File: src/rtl/attn_out_writer_pkg.sv
// Shared types and constants for the attention output writer: state encoding,
// buffer geometry and the {group,row} address map.
package attn_wr_pkg;

    localparam int unsigned DEPTH = 128;
    localparam int unsigned AW    = 7;
    localparam int unsigned DW    = 128;

    typedef enum logic [1:0] {
        StCollect,
        StFull,
        StRead
    } attn_wr_state_e;

    // group*4 + row; 31*4+3 = 127 so the concatenation never wraps.
    function automatic logic [AW-1:0] attn_addr(input logic [4:0] group, input logic [1:0] row);
        return {group, row};
    endfunction

endpackage

File: src/rtl/attn_out_writer_if.sv
// Stream, SRAM and status signals of the attention output writer. The writer
// takes the slave view; the producer / SRAM / consumer side takes the master view.
interface attn_out_writer_if;

    logic                          in_valid;
    logic [1:0]                    in_row;
    logic [4:0]                    in_group;
    logic [attn_wr_pkg::DW-1:0]    in_data;

    logic                          mem_web;
    logic [attn_wr_pkg::AW-1:0]    mem_a;
    logic [attn_wr_pkg::DW-1:0]    mem_d;
    logic [attn_wr_pkg::DW-1:0]    mem_q;

    logic                          rd_start;
    logic                          rd_valid;
    logic                          rd_ready;
    logic [attn_wr_pkg::DW-1:0]    rd_data;
    logic [attn_wr_pkg::AW-1:0]    rd_addr;

    logic                          full;
    logic                          busy;
    logic [attn_wr_pkg::AW:0]      wr_count;
    logic                          err;

    modport master (
        output in_valid, in_row, in_group, in_data, mem_q, rd_start, rd_ready,
        input  mem_web, mem_a, mem_d, rd_valid, rd_data, rd_addr, full, busy, wr_count, err
    );

    modport slave (
        input  in_valid, in_row, in_group, in_data, mem_q, rd_start, rd_ready,
        output mem_web, mem_a, mem_d, rd_valid, rd_data, rd_addr, full, busy, wr_count, err
    );

endinterface

File: src/rtl/attn_rd_fifo.sv
// Small synchronous FIFO that absorbs SRAM read data during readout.
// Depth need not be a power of two; pointers wrap explicitly.
module attn_rd_fifo #(
    parameter int unsigned Depth = 3,
    parameter int unsigned Width = 128
) (
    input  logic                         clk,
    input  logic                         rst_n,
    input  logic                         i_push,
    input  logic [Width-1:0]             i_data,
    input  logic                         i_pop,
    output logic [Width-1:0]             o_data,
    output logic                         o_empty,
    output logic [$clog2(Depth+1)-1:0]   o_count
);

    localparam int unsigned PW = (Depth > 1) ? $clog2(Depth) : 1;
    localparam int unsigned CW = $clog2(Depth + 1);

    logic [Width-1:0] r_mem [Depth];
    logic [PW-1:0]    r_wptr;
    logic [PW-1:0]    r_rptr;
    logic [CW-1:0]    r_count;
    logic             w_push;
    logic             w_pop;

    assign w_push  = i_push && (r_count != CW'(Depth));
    assign w_pop   = i_pop && (r_count != '0);
    assign o_data  = r_mem[r_rptr];
    assign o_empty = (r_count == '0);
    assign o_count = r_count;

    always_ff @(posedge clk or negedge rst_n) begin
        if (!rst_n) begin
            for (int i = 0; i < Depth; i++) r_mem[i] <= '0;
            r_wptr  <= '0;
            r_rptr  <= '0;
            r_count <= '0;
        end else begin
            if (w_push) begin
                r_mem[r_wptr] <= i_data;
                r_wptr        <= (r_wptr == PW'(Depth - 1)) ? '0 : r_wptr + 1'b1;
            end
            if (w_pop) begin
                r_rptr <= (r_rptr == PW'(Depth - 1)) ? '0 : r_rptr + 1'b1;
            end
            unique case ({w_push, w_pop})
                2'b10:   r_count <= r_count + 1'b1;
                2'b01:   r_count <= r_count - 1'b1;
                default: r_count <= r_count;
            endcase
        end
    end

endmodule

File: src/rtl/attn_out_writer.sv
// Captures attention output beats into a 128-entry SRAM, then replays it in address order
// over a credit-controlled valid/ready stream. ATTN_WR_CHK_EN enables duplicate-write detection.
module attn_out_writer
    import attn_wr_pkg::*;
#(
    parameter int unsigned READ_LAT = 2
) (
    input logic             clk,
    input logic             rst_n,
    attn_out_writer_if.slave bus
);

    localparam int unsigned FifoDepth = READ_LAT + 1;
    localparam int unsigned CW        = $clog2(FifoDepth + 1);
    localparam logic [CW:0] FifoDepthW = (CW + 1)'(FifoDepth);

    attn_wr_state_e r_state;
    attn_wr_state_e w_state_nxt;

    logic                r_mem_web;
    logic [AW-1:0]       r_mem_a;
    logic [DW-1:0]       r_mem_d;
    logic [AW:0]         r_wr_count;
    logic [AW:0]         r_iss_cnt;
    logic [AW:0]         r_pop_cnt;
    logic [READ_LAT-1:0] r_pipe;
    logic                r_err;

    logic [AW-1:0]       w_wr_addr;
    logic                w_beat;
    logic                w_dup;
    logic                w_count_inc;
    logic                w_drop;
    logic                w_issue;
    logic                w_push;
    logic                w_pop;
    logic                w_last_pop;
    logic                w_rd_valid;
    logic                w_fifo_empty;
    logic [CW-1:0]       w_fifo_count;
    logic [CW-1:0]       w_inflight;
    logic [CW:0]         w_credit;
    logic [DW-1:0]       w_fifo_data;

    assign w_wr_addr   = attn_addr(bus.in_group, bus.in_row);
    assign w_beat      = bus.in_valid && (r_state == StCollect);
    assign w_drop      = bus.in_valid && (r_state != StCollect);
    assign w_count_inc = w_beat && !w_dup;

`ifdef ATTN_WR_CHK_EN
    logic [DEPTH-1:0] r_written;

    assign w_dup = r_written[w_wr_addr];

    always_ff @(posedge clk or negedge rst_n) begin
        if (!rst_n) begin
            r_written <= '0;
        end else if (w_last_pop) begin
            r_written <= '0;
        end else if (w_beat) begin
            r_written[w_wr_addr] <= 1'b1;
        end
    end
`else
    assign w_dup = 1'b0;
`endif

    // Reads still travelling through the SRAM pipe, including the one whose data is on mem_q now.
    always_comb begin
        w_inflight = '0;
        for (int i = 0; i < READ_LAT; i++) begin
            w_inflight = w_inflight + CW'(r_pipe[i]);
        end
    end

    assign w_credit   = {1'b0, w_inflight} + {1'b0, w_fifo_count};
    assign w_rd_valid = !w_fifo_empty;
    assign w_pop      = w_rd_valid && bus.rd_ready;
    assign w_push     = r_pipe[READ_LAT-1];
    assign w_last_pop = w_pop && (r_state == StRead) && (r_pop_cnt == (AW + 1)'(DEPTH - 1));

    // A slot freed by this cycle's pop may be reused by this cycle's issue.
    assign w_issue = (r_state == StRead) && !r_iss_cnt[AW]
                     && ((w_credit - {{CW{1'b0}}, w_pop}) < FifoDepthW);

    always_comb begin
        w_state_nxt = r_state;
        unique case (r_state)
            StCollect: begin
                if (w_count_inc && (r_wr_count == (AW + 1)'(DEPTH - 1))) w_state_nxt = StFull;
            end
            StFull: begin
                if (bus.rd_start) w_state_nxt = StRead;
            end
            StRead: begin
                if (w_last_pop) w_state_nxt = StCollect;
            end
            default: w_state_nxt = StCollect;
        endcase
    end

    always_ff @(posedge clk or negedge rst_n) begin
        if (!rst_n) begin
            r_state    <= StCollect;
            r_mem_web  <= 1'b1;
            r_mem_a    <= '0;
            r_mem_d    <= '0;
            r_wr_count <= '0;
            r_iss_cnt  <= '0;
            r_pop_cnt  <= '0;
            r_pipe     <= '0;
            r_err      <= 1'b0;
        end else begin
            r_state   <= w_state_nxt;
            r_mem_web <= !w_beat;
            if (w_beat) begin
                r_mem_a <= w_wr_addr;
                r_mem_d <= bus.in_data;
            end
            if (w_drop || (w_beat && w_dup)) r_err <= 1'b1;
            if (w_last_pop) begin
                r_wr_count <= '0;
                r_iss_cnt  <= '0;
                r_pop_cnt  <= '0;
            end else begin
                if (w_count_inc) r_wr_count <= r_wr_count + 1'b1;
                if (w_issue)     r_iss_cnt  <= r_iss_cnt + 1'b1;
                if (w_pop)       r_pop_cnt  <= r_pop_cnt + 1'b1;
            end
            r_pipe[0] <= w_issue;
            for (int i = 1; i < READ_LAT; i++) r_pipe[i] <= r_pipe[i-1];
        end
    end

    attn_rd_fifo #(
        .Depth (FifoDepth),
        .Width (DW)
    ) u_fifo (
        .clk     (clk),
        .rst_n   (rst_n),
        .i_push  (w_push),
        .i_data  (bus.mem_q),
        .i_pop   (w_pop),
        .o_data  (w_fifo_data),
        .o_empty (w_fifo_empty),
        .o_count (w_fifo_count)
    );

    // During readout the issue pointer drives the SRAM address directly so a read lands the
    // same cycle it is granted; otherwise the registered write address is presented.
    assign bus.mem_a    = (r_state == StRead) ? r_iss_cnt[AW-1:0] : r_mem_a;
    assign bus.mem_web  = r_mem_web;
    assign bus.mem_d    = r_mem_d;
    assign bus.rd_valid = w_rd_valid;
    assign bus.rd_data  = w_fifo_data;
    assign bus.rd_addr  = r_pop_cnt[AW-1:0];
    assign bus.full     = (r_state == StFull);
    assign bus.busy     = (r_state == StRead);
    assign bus.wr_count = r_wr_count;
    assign bus.err      = r_err;

endmodule

File: src/flat_wrapper.sv
// flat-port wrapper written by rule: the top's interface ports become plain ports
module attn_out_writer_flat import attn_wr_pkg::*;
#(
    parameter int unsigned READ_LAT = 2
)
  (clk, rst_n, bus_in_valid, bus_in_row, bus_in_group, bus_in_data, bus_mem_q, bus_rd_start, bus_rd_ready, bus_mem_web, bus_mem_a, bus_mem_d, bus_rd_valid, bus_rd_data, bus_rd_addr, bus_full, bus_busy, bus_wr_count, bus_err);
  attn_out_writer_if bus_i ();
  input logic clk;
  input logic rst_n;
  input wire logic [$bits(bus_i.in_valid)-1:0] bus_in_valid;
  input wire logic [$bits(bus_i.in_row)-1:0] bus_in_row;
  input wire logic [$bits(bus_i.in_group)-1:0] bus_in_group;
  input wire logic [$bits(bus_i.in_data)-1:0] bus_in_data;
  input wire logic [$bits(bus_i.mem_q)-1:0] bus_mem_q;
  input wire logic [$bits(bus_i.rd_start)-1:0] bus_rd_start;
  input wire logic [$bits(bus_i.rd_ready)-1:0] bus_rd_ready;
  output wire logic [$bits(bus_i.mem_web)-1:0] bus_mem_web;
  output wire logic [$bits(bus_i.mem_a)-1:0] bus_mem_a;
  output wire logic [$bits(bus_i.mem_d)-1:0] bus_mem_d;
  output wire logic [$bits(bus_i.rd_valid)-1:0] bus_rd_valid;
  output wire logic [$bits(bus_i.rd_data)-1:0] bus_rd_data;
  output wire logic [$bits(bus_i.rd_addr)-1:0] bus_rd_addr;
  output wire logic [$bits(bus_i.full)-1:0] bus_full;
  output wire logic [$bits(bus_i.busy)-1:0] bus_busy;
  output wire logic [$bits(bus_i.wr_count)-1:0] bus_wr_count;
  output wire logic [$bits(bus_i.err)-1:0] bus_err;
  assign bus_i.in_valid = bus_in_valid;
  assign bus_i.in_row = bus_in_row;
  assign bus_i.in_group = bus_in_group;
  assign bus_i.in_data = bus_in_data;
  assign bus_i.mem_q = bus_mem_q;
  assign bus_i.rd_start = bus_rd_start;
  assign bus_i.rd_ready = bus_rd_ready;
  assign bus_mem_web = bus_i.mem_web;
  assign bus_mem_a = bus_i.mem_a;
  assign bus_mem_d = bus_i.mem_d;
  assign bus_rd_valid = bus_i.rd_valid;
  assign bus_rd_data = bus_i.rd_data;
  assign bus_rd_addr = bus_i.rd_addr;
  assign bus_full = bus_i.full;
  assign bus_busy = bus_i.busy;
  assign bus_wr_count = bus_i.wr_count;
  assign bus_err = bus_i.err;
  attn_out_writer #(.READ_LAT(READ_LAT)) u_core (.clk(clk), .rst_n(rst_n), .bus(bus_i));
endmodule
File: config.mk
export PLATFORM = sky130hd
export DESIGN_NAME = attn_out_writer_flat
export DESIGN_NICKNAME = d
export VERILOG_FILES = /design/src/rtl/attn_out_writer_pkg.sv /design/src/rtl/attn_out_writer_if.sv /design/src/rtl/attn_rd_fifo.sv /design/src/rtl/attn_out_writer.sv /design/src/flat_wrapper.sv
export SDC_FILE = /design/constraint.sdc
export NUM_CORES = 1
export LEC_CHECK = 0
export BUFFER_PORTS_ARGS = -buffer_cell sky130_fd_sc_hd__buf_4
export CORE_ASPECT_RATIO = 0.5
export CORE_UTILIZATION = 54
export CTS_CLUSTER_DIAMETER = 50
export DETAILED_ROUTE_END_ITERATION = 10
export PLACE_DENSITY = 0.8
export SLEW_MARGIN = 25
export SYNTH_ARGS = -nofsm -noshare
export SYNTH_HDL_FRONTEND = slang
export SYNTH_SLANG_ARGS = --single-unit
export TNS_END_PERCENT = 50
File: constraint.sdc
create_clock -name clk -period 4.48 [get_ports clk]
set_clock_uncertainty 0.2 [all_clocks]
set_input_delay 0.448 -clock clk [delete_from_list [all_inputs] [get_ports clk]]
set_output_delay 0.448 -clock clk [all_outputs]
set_load 0.01 [all_outputs]
==> metrics.txt, run 1 <==
status=complete, no violations; clock root cell=clkbuf_16; largest net degree at the start of global routing=110; die area=45500 µm²; Mean Syn Cell Area=12.0 µm²; global route hottest layer=met2; Synth Register Bits=555; Skew-Pair Late Insertion Delay=570 ps; Final setup viols=0; top post-synthesis cells by area=dfrtp_1, mux2_2, nand2_1, mux2_4, mux2i_1; Cell Chain, Critical Path=buf_4 -> mux2i_1 -> o21ai_0 -> buf_4; number of synthesized flops with an enable pin=0; Sw Ratio=0.313; Final Max Slew Viols=0; grt met3 use=0.0470; Comb pwr share=0.278; initial antenna violation count=6; drc violations=0; power share of the clock group=0.313; Design Power=14.1 mW; RSZ-0062 raised after global routing=no; startpoint types=register; Slowest Stage Delay on Critical Path=920 ps; HP Class=in -> reg; post-route minimum period=3550 ps; Core ar.=43800 µm²; power density cells=428 nW/µm²; Area Overhead vs Synth=36.9%; worst relative slew slack=0.342; Lkg Pwr=16.5 nW; IO Pins=551; CP endpoint kind=output pin; total gr overflow=0; Cell Count Post-Placement=3047; Final #Nets=3051; Net Sw Power=4.42 mW; Die H=151 µm; critical path type=reg -> out; routed vias=18600; Worst EP required=3830 ps; yosys warns=0; final WL=69300 µm; Core Rows=54; most common cell in the netlist=nand2_1; most frequent CP cell=buf_4; fraction of layout cells with a size suffix above 1=0.374; async set-reset flop share out of synthesis=1.00; WL per Instance=20.3 µm; Cell variety after synth=37; Worst-Margin Slew=986 ps; initial drt markers=1215; Slowest cell on crit path=dfrtp_4; hold slack=154 ps; first drt pass iteration count=5; Final Hold Viols=0; global-route usage over all layers=0.300; Crit Path Max Fanout=41; Initial Util=0.550; buffers added on ports=550; CTS sink count=555; setup repair bufs after CTS=0; post-route ant nets=0; VDD IR max=0.380 mV; max cap viols=0; vias in the first global route=19900; CTS tree=built; Top FF cell, synth=dfrtp_1; leading area contributor after synthesis=dfrtp_1; CTS buffer count=48; final setup TNS=0 ps; met1 usage=0.348; Peak Freq=281 MHz; top cell type's share of synthesized area=0.576; vias per inst=5.45; CTS Buffer Depth=3; synthesized instance count=2008; Die W=301 µm; met2 usage=0.534; Seq pwr share=0.409; mapped cell area=24100 µm²; CTS clock-pin slew for the worst setup and hold paths=70 ps; WP data arrival=2910 ps; Placer Congestion=0.805; Internal=9.69 mW; Tcrit/Tclk final=0.793; sequential-to-total area share from yosys stat=0.577; Buf/Inv on CP=2; global-route wire length before repair=107000 µm; hpwl dp=39500 µm; Commonest cells post-synth=nand2_1, dfrtp_1, mux2_2; Post-Layout Cell Count=3408; Top delay family on crit path=buffers and inverters; H-tree level count=2; net count after synthesis=2283
per-layer routing:
layer  up-vias  share of wire
met5         -              0
li1       8263              -
met4         0          0.058
met2       582           0.53
met3       266          0.040
met1      9472           0.37
per-stage QoR:
step                      setup slack (ps)  cell area (µm²)  utilization
final                                  927            33000        0.753
after global routing                   679            33000        0.753
after detailed placement               966            28600        0.654
after floorplan                       1040            24100            -
after global placement                1050            28600        0.654
after CTS                              932            32900        0.752
worst paths after layout:
check / depth (start not counted) / slack, ps / to / start
min in group asynchronous: 2 / 330 / u_core.u_fifo.r_mem[84] / rst_n
max: 4 / 930 / bus_rd_data[65] / u_core.u_fifo.r_rptr[0]
max reg2reg: 10 / 960 / u_core.r_iss_cnt[7] / u_core.u_fifo.o_count[0]
min: 5 / 150 / u_core.r_pop_cnt[1] / bus_rd_ready
min reg2reg: 0 / 200 / u_core.r_pipe[1] / u_core.r_pipe[0]
max in group asynchronous: 3 / 2670 / u_core.bus.mem_d[6] / rst_n
cell type report:
class / instances / area, µm²
antenna: 6 / 15.0
clock buffer: 68 / 1390
clock inverter: 20 / 248
fill: 2574 / 10800
inverter: 15 / 58.8
multi-input combinational: 1312 / 9500
sequential: 555 / 13900
tap: 588 / 736
timing repair buffer: 844 / 7130
placed cells by master, fill, tap and decap left out, drive strengths merged, types with 6 or more instances in the layout:
cell	instances
buf	578
nand2	574
dfrtp	554
mux2	384
dlygate4sd3	266
o21ai	136
mux2i	129
clkbuf	68
inv	19
nor2	14
xnor2	10
a21oi	8
clkinv	8
xor2	7
diode	6
nand4	6
nand3	6
nor3	6
power by group through the flow:
stage,Clock (mW),Combinational (mW),Sequential (mW)
detailed placement,0,3.66,5.83
global route,4.67,4.21,5.81
finish,4.42,3.93,5.77
floorplan,0,1.83,5.72
CTS,4.45,3.88,5.75
global placement,0,3.61,5.82
cell families after synthesis:
| logic type | Yosys count | synth area share |
|---|---|---|
| simple gates | 624 | 0.102 |
| flops | 555 | 0.577 |
| mux | 513 | 0.249 |
| compound gates | 151 | 0.0323 |
| buf+inv | 141 | 0.0295 |
| xor+xnor | 17 | 0.00618 |
| fa+ha+maj | 7 | 0.00426 |
worst register-to-register path, delay by kind of cell, from the launching register on:
| family | cells | cell delay [ps] |
|---|---|---|
| compound gates | 2 | 370 |
| simple gates | 3 | 1090 |
| fa+ha+maj | 3 | 1120 |
| buf+inv | 2 | 230 |
| flops | 1 | 440 |
sequential cells by signal, summed over array words and instances (netlist names), 2 cells and up:
| signal | cells |
|---|---|
| u_core.bus.mem_d | 128 |
| u_core.bus.wr_count | 8 |
| u_core.r_iss_cnt | 8 |
| u_core.r_mem_a | 7 |
| u_core.r_pipe | 2 |
| u_core.r_pop_cnt | 8 |
| u_core.r_state | 2 |
| u_core.u_fifo.o_count | 2 |
| u_core.u_fifo.r_mem | 384 |
| u_core.u_fifo.r_rptr | 2 |
| u_core.u_fifo.r_wptr | 2 |
what timing repair did:
action	in CTS	in global routing
endpoints found under the hold margin	622	0
hold buffers	266	0
gates resized for setup	0	0
Note: power is estimated with default switching activity, not from simulation.
==> run 2, diff against run 1 <==
ABC_AREA = 1   (was not set)
clock period = 3.6 ns   (was 4.48 ns; I/O delays follow)
==> metrics.txt, run 2 <==
status=complete, no violations (unchanged); CTS sink count=555 (unchanged); Final setup viols=0 (unchanged); Synth Register Bits=555 (unchanged); WP data arrival=3380 ps (was 2910 ps); initial drt markers=1967 (was 1215); first drt pass iteration count=7 (was 5); Mean Syn Cell Area=8.62 µm² (was 12.0 µm²); top post-synthesis cells by area=dfrtp_1, nand2_1, o21ai_0, inv_1, o221ai_1 (was dfrtp_1, mux2_2, nand2_1, mux2_4, mux2i_1); most common cell after layout, fill and taps aside=nand2_1 (unchanged); worst relative slew slack=0.468 (was 0.342); initial antenna violation count=9 (was 6); Peak Freq=320 MHz; final setup TNS=0 ps (unchanged); Final Max Slew Viols=0 (unchanged); Die W=299 µm (was 301 µm); Cell variety after synth=35 (was 37); die area=45100 µm² (was 45500 µm²); R2R setup slack=470 ps (was 960 ps); Top FF cell, synth=dfrtp_1 (unchanged); hold buffers post-CTS=267 (was 266); CTS Buffer Depth=3 (unchanged); RR Startpoint=u_core.u_fifo.o_count[1] (was u_core.u_fifo.o_count[0]); Tcrit/Tclk final=0.869; r2r endpoint=u_core.r_iss_cnt[6] (was u_core.r_iss_cnt[7]); total gr overflow=0 (unchanged); sequential-to-total area share from yosys stat=0.582 (was 0.577); yosys warns=0 (unchanged); post-route minimum period=3130 ps; global-route usage over all layers=0.326 (was 0.300); max cap viols=0 (unchanged); Reg with most FFs=u_core.u_fifo.r_mem (unchanged); setup repair bufs after CTS=0 (unchanged); Lkg Pwr=16.9 nW (was 16.5 nW); VDD IR max=0.530 mV (was 0.380 mV); global-route wire length before repair=117000 µm (was 107000 µm); CP endpoint kind=register (was output pin); power density cells=875 nW/µm² (was 428 nW/µm²); CTS clock-pin slew for the worst setup and hold paths=70 ps (about the same); largest net degree at the start of global routing=143 (was 110); max FFs per register=384 (unchanged); critical path type=reg -> reg (was reg -> out); fraction of layout cells with a size suffix above 1=0.192 (was 0.374); Commonest cells post-synth=nand2_1, dfrtp_1, inv_1 (was nand2_1, dfrtp_1, mux2_2); RSZ-0062 raised after global routing=no (unchanged); clock root cell=clkbuf_16 (unchanged); HP Class=in -> reg (unchanged); vias per inst=5.38 (was 5.45); number of synthesized flops with an enable pin=0 (unchanged); WL per Instance=18.1 µm (was 20.3 µm); mapped cell area=23900 µm² (was 24100 µm²); Worst EP required=3850 ps (was 3830 ps); cells resized by post-CTS repair=0 (unchanged); leading area contributor after synthesis=dfrtp_1 (unchanged); Area Overhead vs Synth=36.9% (about the same); H-tree level count=2 (unchanged); fin worst setup slack=471 ps (was 927 ps); buffers added on ports=550 (unchanged); net count after synthesis=3044 (was 2283); final WL=74900 µm (was 69300 µm); Final Hold Viols=0 (unchanged); Worst Setup SP=u_core.u_fifo.o_count[1] (was u_core.u_fifo.r_rptr[0]); Initial Util=0.548 (was 0.550); Skew-Pair Late Insertion Delay=570 ps (about the same); Die H=151 µm (about the same); Core ar.=43600 µm² (was 43800 µm²); r2r worst-path depth=14 (was 10); Crit Path Max Fanout=12 (was 41); synthesized instance count=2769 (was 2008); Design Power=28.6 mW (was 14.1 mW); crit path capture=u_core.r_iss_cnt[6] (was bus_rd_data[65]); async set-reset flop share out of synthesis=1.00 (unchanged); routed vias=22300 (was 18600); CTS buffer count=49 (was 48); most frequent cells in the layout=nand2_1, buf_4, dfrtp_1 (unchanged); post-route ant nets=0 (unchanged); top cell type's share of synthesized area=0.581 (was 0.576); Placer Congestion=0.864 (was 0.805); startpoint types=register (unchanged); most common cell in the netlist=nand2_1 (unchanged); Final #Nets=3775 (was 3051); Worst-Margin Slew=799 ps (was 986 ps); IO Pins=551 (unchanged); drc violations=0 (unchanged); vias in the first global route=22400 (was 19900); Core Rows=54 (unchanged); CTS tree=built (unchanged); hpwl dp=42800 µm (was 39500 µm); Place WS=489 ps (was 966 ps)
==> run 2: changes by cell type after synthesis, moves of 102 or more <==
| cell | change |
|---|---|
| o221ai_1 | +128 |
| nand2_1 | +431 |
| mux2_4 | -102 |
| inv_1 | +406 |
| o21ai_0 | +254 |
| mux2i_1 | -129 |
| mux2_2 | -282 |
==> run 2: cell type report <==
class	count	area, µm²
clock inverter	16	251
sequential	555	13900
tap	588	736
fill	2820	10900
clock buffer	68	1430
timing repair buffer	849	7240
antenna	15	37.5
multi-input combinational	1621	7500
inverter	424	1600
==> run 2: logic make-up (layout without fill, tap and decap cells) <==
group,count (synthesis),in the layout,synth area share
simple gates,1074,1074,0.174
buf+inv,593,1357,0.105
flops,555,555,0.582
compound gates,533,533,0.132
fa+ha+maj,7,7,0.00430
xor+xnor,7,7,0.00257
other cells,0,15,0
==> run 2: worst min-delay path by stage <==
stage                startpoint             endpoint  slack, ps  cells after the start
2_1_floorplan             rst_n       u_core.bus.err       -140                      0
3_3_place_gp   u_core.r_pipe[0]     u_core.r_pipe[1]        160                      0
3_5_place_dp   u_core.r_pipe[0]     u_core.r_pipe[1]        180                      0
4_1_cts            bus_rd_ready  u_core.r_pop_cnt[1]         20                      5
5_1_grt            bus_rd_ready  u_core.r_pop_cnt[1]         70                      5
6_report           bus_rd_ready  u_core.r_pop_cnt[1]         20                      5
==> run 2: power by group <==
part,leakage [nW],internal [mW],switching [mW]
logic,9.58,5.15,7.15
registers,6.53,9.17,1.49
clock network,0.814,3.20,2.45
total,16.9,17.5,11.1
==> run 2: metrics by stage <==
step / std cells / cell area [µm²] / utilization / hold slack [ps]
4_1_cts: 4121 / 32600 / 0.749 / 15.5
3_3_place_gp: 3770 / 28300 / 0.649 / 159
6_report: 4136 / 32700 / 0.750 / 21.2
3_5_place_dp: 3770 / 28300 / 0.649 / 178
5_1_grt: 4131 / 32700 / 0.750 / 69.7
2_1_floorplan: 2769 / 23900 / - / -136
==> run 2: layer usage <==
| metal | GRT usage | vias to the layer above | wire (µm) |
|---|---|---|---|
| met5 | 0 | - | 0 |
| met4 | 0.222 | 0 | 5340 |
| met3 | 0.0657 | 370 | 4500 |
| met2 | 0.538 | 1022 | 37100 |
| met1 | 0.391 | 10700 | 27900 |
| li1 | - | 10100 | - |
==> run 2: critical path: stages, from the launching register on <==
cell,delay (ps)
dfrtp_1,390
inv_1,150
nand2_1,90
nand2_1,100
inv_2,100
ha_1,320
fa_1,360
inv_1,80
fa_1,410
nand2_1,80
nand3_1,120
nor2_4,220
inv_1,190
nand3_1,100
nand2_1,80
==> run 3, diff against run 2 <==
REMOVE_ABC_BUFFERS = 1   (was not set)
==> metrics.txt, run 3 (synthesis results as in run 2) <==
status=complete, no violations (unchanged); post-route minimum period=3190 ps (was 3130 ps); Area Overhead vs Synth=36.6% (was 36.9%); global-route usage over all layers=0.324 (was 0.326); vias in the first global route=22200 (was 22400); Worst EP required=3860 ps (was 3850 ps); Buf/Inv on CP=4 (unchanged); most common cell after layout, fill and taps aside=nand2_1 (unchanged); Final setup viols=0 (unchanged); startpoint types=register (unchanged); Slowest cell on crit path=dfrtp_1 (was fa_1); hold slack=54.0 ps (was 21.2 ps); WP data arrival=3450 ps (was 3380 ps); H-tree level count=2 (unchanged); area post-placement=28400 µm² (was 28300 µm²); setup repair bufs after CTS=0 (unchanged); CTS buffer count=48 (was 49); Die H=151 µm (unchanged); power density cells=870 nW/µm² (was 875 nW/µm²); Design Power=28.4 mW (was 28.6 mW); largest net degree at the start of global routing=205 (was 143); Reg with most FFs=u_core.u_fifo.r_mem (unchanged); Placer Congestion=0.850 (was 0.864); Cell Chain, Critical Path=inv_1 -> nand2_1 -> nand2_1 -> inv_2 -> ha_1 -> fa_1 -> inv_1 -> fa_1 -> nand2_1 -> nand3_1 -> nor2_4 -> inv_1 -> nand3_1 -> nand2_1 (unchanged); Skew-Pair Late Insertion Delay=580 ps (was 570 ps); CTS clock-pin slew for the worst setup and hold paths=70 ps (about the same); die area=45100 µm² (unchanged); Crit Path Max Fanout=12 (unchanged); CTS Buffer Depth=3 (unchanged); CTS sink count=555 (unchanged); VDD IR max=0.473 mV (was 0.530 mV); WL per Instance=18.2 µm (was 18.1 µm); RSZ-0062 raised after global routing=no (unchanged); Worst-Margin Slew=915 ps (was 799 ps); initial antenna violation count=6 (was 9); post-route ant nets=0 (unchanged); worst relative slew slack=0.390 (was 0.468); Final #Nets=3779 (was 3775); Tcrit/Tclk final=0.887 (was 0.869); total gr overflow=0 (unchanged); Lkg Pwr=16.9 nW (about the same); Final Max Slew Viols=0 (unchanged); hpwl dp=43300 µm (was 42800 µm); Final Hold Viols=0 (unchanged); cells resized by post-CTS repair=0 (unchanged); highest metal used=met4 (unchanged); Peak Freq=313 MHz (was 320 MHz); routed vias=22400 (was 22300); first drt pass iteration count=6 (was 7); Slowest Stage Delay on Critical Path=400 ps (was 410 ps); HP Class=in -> reg (unchanged); met3 WL post-DR=4660 µm (was 4500 µm); fraction of layout cells with a size suffix above 1=0.192 (about the same); buffers added on ports=550 (unchanged); global-route wire length before repair=117000 µm (about the same); WL met1=28300 µm (was 27900 µm); final WL=75400 µm (was 74900 µm); critical path type=reg -> reg (unchanged); Filler cells=2814 (was 2820); Initial Util=0.548 (unchanged); max cap viols=0 (unchanged); most frequent CP cell=nand2_1 (unchanged); WL met2=37100 µm (about the same); CP endpoint kind=register (unchanged); IO Pins=551 (unchanged); Die W=299 µm (unchanged); Core ar.=43600 µm² (unchanged); Core Rows=54 (unchanged); clock root cell=clkbuf_16 (unchanged); CTS tree=built (unchanged); drc violations=0 (unchanged); Final Cell Area=32600 µm² (was 32700 µm²); Top delay family on crit path=adder cells (unchanged); vias per inst=5.41 (was 5.38); most frequent cells in the layout=nand2_1, buf_4, dfrtp_1 (unchanged); initial drt markers=2170 (was 1967); max FFs per register=384 (unchanged)
[run 3: stage by stage]
stage          utilization  worst slack [ps]  std cells  setup TNS (ps)
3_3_place_gp         0.651               606       3776               0
4_1_cts              0.747               439       4125               0
6_report             0.748               408       4134               0
5_1_grt              0.748               231       4131               0
2_1_floorplan            -             -3900       2600         -785090
3_5_place_dp         0.651               480       3776               0
[run 3: power by group]
part	total (mW)	leakage [nW]	internal, mW	switching [mW]
registers	10.7	6.53	9.18	1.49
clock network	5.30	0.767	2.88	2.42
logic	12.4	9.61	5.18	7.22
total	28.4	16.9	17.2	11.1
[run 3: layout make-up]
type | count | area, µm² | area share
sequential | 555 | 13900 | 0.426
multi-input combinational | 1621 | 7500 | 0.230
timing repair buffer | 854 | 7300 | 0.224
inverter | 424 | 1600 | 0.0490
clock buffer | 66 | 1370 | 0.0420
tap | 588 | 736 | 0.0226
clock inverter | 17 | 174 | 0.00534
antenna | 9 | 22.5 | 0.000691
[run 3: worst paths after layout]
check	start	endpoint	slack, ps	cells past startpoint
worst max-delay path	u_core.u_fifo.o_count[1]	u_core.r_iss_cnt[3]	410	14
worst min-delay path	bus_rd_ready	u_core.r_pop_cnt[0]	50	4
worst max register to register	u_core.u_fifo.o_count[1]	u_core.r_iss_cnt[3]	410	14
worst min register to register	u_core.r_pipe[0]	u_core.r_pipe[1]	180	0
max in group asynchronous	rst_n	u_core.u_fifo.r_mem[238]	1910	3
min in group asynchronous	rst_n	u_core.r_mem_a[2]	180	2
[run 3: what timing repair did]
item,4_1_cts,5_1_grt
endpoints found under the setup margin,0,0
hold endpoints to repair,604,0
hold buffers,266,0
[run 3: tightest hold or removal path, stage by stage]
cell	delay, ps
buf_4	90
nand2_1	70
inv_2	170
o21ai_0	100
[run 3: per-layer routing]
layer / global-route usage / up-vias
met4: 0.209 / 0
met3: 0.0597 / 346
met2: 0.544 / 1088
met5: 0 / -
li1: - / 10100
met1: 0.391 / 10800
